--- config.mk ---
export PLATFORM = sky130hd
export DESIGN_NAME = reg_dff_sclr
export DESIGN_NICKNAME = d
export VERILOG_FILES = /design/src/rtl/reg_dff_sclr_pkg.sv /design/src/rtl/reg_dff_sclr.sv
export SDC_FILE = /design/constraint.sdc
export NUM_CORES = 1
export LEC_CHECK = 0
export CAP_MARGIN = 20
export CORE_AREA = 2 2 39 41
export CTS_BUF_LIST = sky130_fd_sc_hd__clkbuf_16
export CTS_CLUSTER_SIZE = 40
export DETAILED_ROUTE_END_ITERATION = 8
export DIE_AREA = 0 0 41 43
export PLACE_DENSITY = 0.57
export SYNTH_ARGS = -nofsm -noshare
export SYNTH_HDL_FRONTEND = slang
export SYNTH_SLANG_ARGS = --single-unit
export TNS_END_PERCENT = 1
--- constraint.sdc ---
create_clock -name clk -period 0.9 [get_ports clk]
set_input_delay 0.18 -clock clk [delete_from_list [all_inputs] [get_ports clk]]
set_output_delay 0.18 -clock clk [all_outputs]
set_load 0.05 [all_outputs]
--- src/rtl/reg_dff_sclr_pkg.sv ---
`default_nettype none
// ============================================================================
//  Module      : reg_dff_sclr_pkg
//  Description : Shared project constants for the reset/clear data register.
//  Revision    : 1.0 - initial release
// ============================================================================
package reg_dff_sclr_pkg;

    localparam int unsigned c_default_width = 8;

    // Both defaults are all zeros; they are sized to the default width and
    // zero-extended where a wider register is instantiated.
    localparam logic [c_default_width-1:0] c_default_rst_val = '0;
    localparam logic [c_default_width-1:0] c_default_clr_val = '0;

endpackage : reg_dff_sclr_pkg
`default_nettype wire

--- src/rtl/reg_dff_sclr.sv ---
`default_nettype none
// ============================================================================
//  Module      : reg_dff_sclr
//  Description : MAX_WIDTH-bit register with synchronous reset, synchronous
//                clear and load enable (priority rst > sclr > en > hold).
//  Revision    : 1.0 - initial release
// ============================================================================
module reg_dff_sclr
    import reg_dff_sclr_pkg::*;
#(
    parameter int unsigned            MAX_WIDTH = c_default_width,
    parameter logic [MAX_WIDTH-1:0]   RST_VAL   = MAX_WIDTH'(c_default_rst_val),
    parameter logic [MAX_WIDTH-1:0]   CLR_VAL   = MAX_WIDTH'(c_default_clr_val)
) (
    input  logic                 clk,
    input  logic                 rst,
    input  logic                 en,
    input  logic                 sclr,
    input  logic [MAX_WIDTH-1:0] d,
    output logic [MAX_WIDTH-1:0] q
);

    logic [MAX_WIDTH-1:0] r_q;

    always_ff @(posedge clk) begin
        if (rst) begin
            r_q <= RST_VAL;
        end else if (sclr) begin
            r_q <= CLR_VAL;
        end else if (en) begin
            r_q <= d;
        end
    end

    // Output comes straight from the flops; no input reaches q combinationally.
    assign q = r_q;

endmodule : reg_dff_sclr
`default_nettype wire

# Word level (Yosys, flattened, before mapping)
# Cells that the tools add are included.
[word_totals] ff_bits=8 input_bits=12 word_cells=2
[classes] reduce_logical=1
[ops] operator="OR reduction 2 bit" count=1

# Logic depth before layout (Yosys ltp)
[logic_depth] depth_word=1 depth_mapped=3 mapped_depth_nobuf=2

# Worst setup path after synthesis
# Ideal clock, no wire load.
[synth_timing] path_kind="flip-flop to flip-flop" from="register q[0] (netlist name)" to="register r_q[0] (netlist: q[0])" setup_ns=0.065 arrival_ns=0.817 required_time_ns=0.835 path_slack_ns=0.018 stages_incl_launch_ff=3 path_buffers=0 period_less_slack_ns=0.882 path_cell_list="dfxtp_1 mux2i_1 nor2_1"
[synth_rtl] item="end signal, assigned" line="reg_dff_sclr.sv:27" source="r_q <= RST_VAL;"
[synth_rtl] item="end signal, assigned" line="reg_dff_sclr.sv:29" source="r_q <= CLR_VAL;"
[synth_rtl] item="end signal, assigned" line="reg_dff_sclr.sv:31" source="r_q <= d;"
[synth_rtl] item="end, declared" line="reg_dff_sclr.sv:23" source="logic [MAX_WIDTH-1:0] r_q;"

# Worst setup path after layout
[layout_timing] from="register r_q[3] (netlist: q[3])" to="output port q[3]"
[layout_rtl] item="end, declared" line="reg_dff_sclr.sv:20" source="output logic [MAX_WIDTH-1:0] q"
# No word-level cell between the ends.

==> reports/metrics.yaml <==
status:
  status: "completed"
placement:
  port_buffers: 19
  pre_cts_ws_ps: -309.8
  place_congestion: 0.6254
  placed_area_um2: 586.8
  dp.cells: 61
final_layout:
  nets: 62
  syn2layout_area_growth_pct: 128.0
  instances_no_fill: 64
  diodes: 0
  largest_reg_flops: 8
  nFillCells: 126
  drive_above_1_share_pct: 43.75
  final_area_um2: 673.1
  final_util_pct: 48.64
sta:
  rsz0062_at_grt: "true"
  hold_violations: 0
  tightest_slew_ps: 128.9
  setup_ws_ps: 8.432
  post-route-min-period_ps: 891.6
  timing.fmax_mhz: 1122
  fin_setup_tns_ps: 0
  fin_skew_ps: 0
  finalSetupViolations: 0
  period_share_pct: 99.06
  drv_slew: 0
  relSlewSlack_pct: 91.16
  holdWs_ps: 514.3
drt:
  wl_um: 585
  drc: 0
  first_pass_iters: 1
  ant_nets: 0
  vias_per_cell: 4.047
  drtIter0Drc: 0
  vias: 259
  wl_per_cell_um: 9.141
cts:
  cts_root_buffer: "clkbuf_16"
  insertion_delay_ps: 230
  clk_pin_slew_worst_paths_ps: 40
  holdBufCountCts: 0
  cts_tree: "done"
  clock_sinks: 8
  cts_setup_buffers: 0
  cts_buffers: 3
  clk_path_buf_depth: 2
  htree_levels: 1
yosys:
  syn_area_um2: 295.3
  synth_cell_type_count: 6
  seq_area_frac_synth_pct: 54.24
  yosysWarnings: 0
  ys_seq_elements: 8
  syn_nets: 39
  syn_inst: 27
  syn_avg_cell_area_um2: 10.94
min_path:
  hold_class: "input port to flip-flop"
  min_path_cells: 4
pwr:
  switching_share_pct: 18.61
  powerDensity_nw_per_um2: 1924
  seqPwrFrac_pct: 29.6
  ir_drop_mv: 1.086
  switching_power_mw: 0.2410
  p_comb_share_pct: 14.3
  total_power_mw: 1.295
  clockPowerShare_pct: 56.1
  p_int_mw: 1.054
  leakage_nw: 0.2864
worst_setup_path:
  crit_chain: "buf_12"
  critPathArrivalTime_ps: 710
  cp_max_fo: 2
  crit_cells: 1
  reg2reg_depth: 2
  critical_path_buf_inv_count: 1
  worst_setup_path_end_kind: "primary output"
  crit_family: "flip-flops"
  cp-start-kind: "flip-flop"
  crit_type: "flip-flop to primary output"
  worst_path_max_delay_cell: "dfxtp_2"
  crit_required_ps: 720
  worst_path_largest_cell_delay_ps: 340
flow_run:
  cap_violations: 0
global_routing:
  grt_start_max_net_pins: 9
  grt_pass1_wl_um: 1048
  antenna_found_initial: 0
  grt_usage_pct: 9.347
  grt_overflow: 0
  grt_pass1_vias: 271
die:
  die_x_um: 41
  dieArea_um2: 1763
  die_y_um: 43
  boundaryPins: 20
  core_area_um2: 1384
  rows: 14
  floorplan.initialDensity_pct: 21.34
path summary, 6_finish.rpt:
check,from,end,slack [ps]
min,en,q[0]$_SDFFE_PP0P_,510
max,q[3]$_SDFFE_PP0P_,q[3],8
min reg2reg,q[4]$_SDFFE_PP0P_,q[4]$_SDFFE_PP0P_,520
max reg2reg,q[6]$_SDFFE_PP0P_,q[6]$_SDFFE_PP0P_,290
cells in the mapped netlist:
cell type	number	share of area [%]
nor2_1	8	10
buf_4	1	2.5
or2_1	1	2.1
mux2i_1	8	27
buf_6	1	3.8
dfxtp_1	8	54
kinds of logic after synthesis:
family	Yosys count	share of synthesized area (%)
and+or+nand+nor	9	12.29
muxes	8	27.12
buffers and inverters	2	6.357
DFF	8	54.24
cell type report:
class | count | area (µm²) | area share [%]
repair buffers | 20 | 289.0 | 42.94
flip-flops and latches | 8 | 170.2 | 25.28
multi-input cells | 17 | 118.9 | 17.66
clock buffers | 3 | 75.07 | 11.15
well taps | 16 | 20.02 | 2.974
cell usage in the layout, fill, tap and decap left out:
cell type,n
nor2_1,8
or2_4,1
clkdlybuf4s50_1,10
clkbuf_16,3
mux2i_1,8
dfxtp_2,8
buf_12,9
dlygate4sd2_1,1
metal layers:
metal / GRT usage, % / part of all wire [%] / vias up
li1: - / - / 129
met1: 11.29 / 43 / 112
met2: 11.25 / 41 / 16
met3: 5.236 / 14 / 2
met4: 8.000 / 1.2 / 0
met5: 0 / 0 / -
power groups by stage:
stage	registers [mW]	clock network, mW	logic (mW)
floorplan	0.420	0	0.0436
global placement	0.386	0	0.185
detailed placement	0.386	0	0.186
CTS	0.383	0.742	0.185
global route	0.385	0.755	0.196
finish	0.383	0.727	0.185
timing repair:
action / CTS / global route
hold endpoints to repair: 0 / 0
pin swaps: 0 / 0
setup endpoints to repair: 16 / 13
resized for setup: 9 / 1
Note: power is estimated with default switching activity, not from simulation.
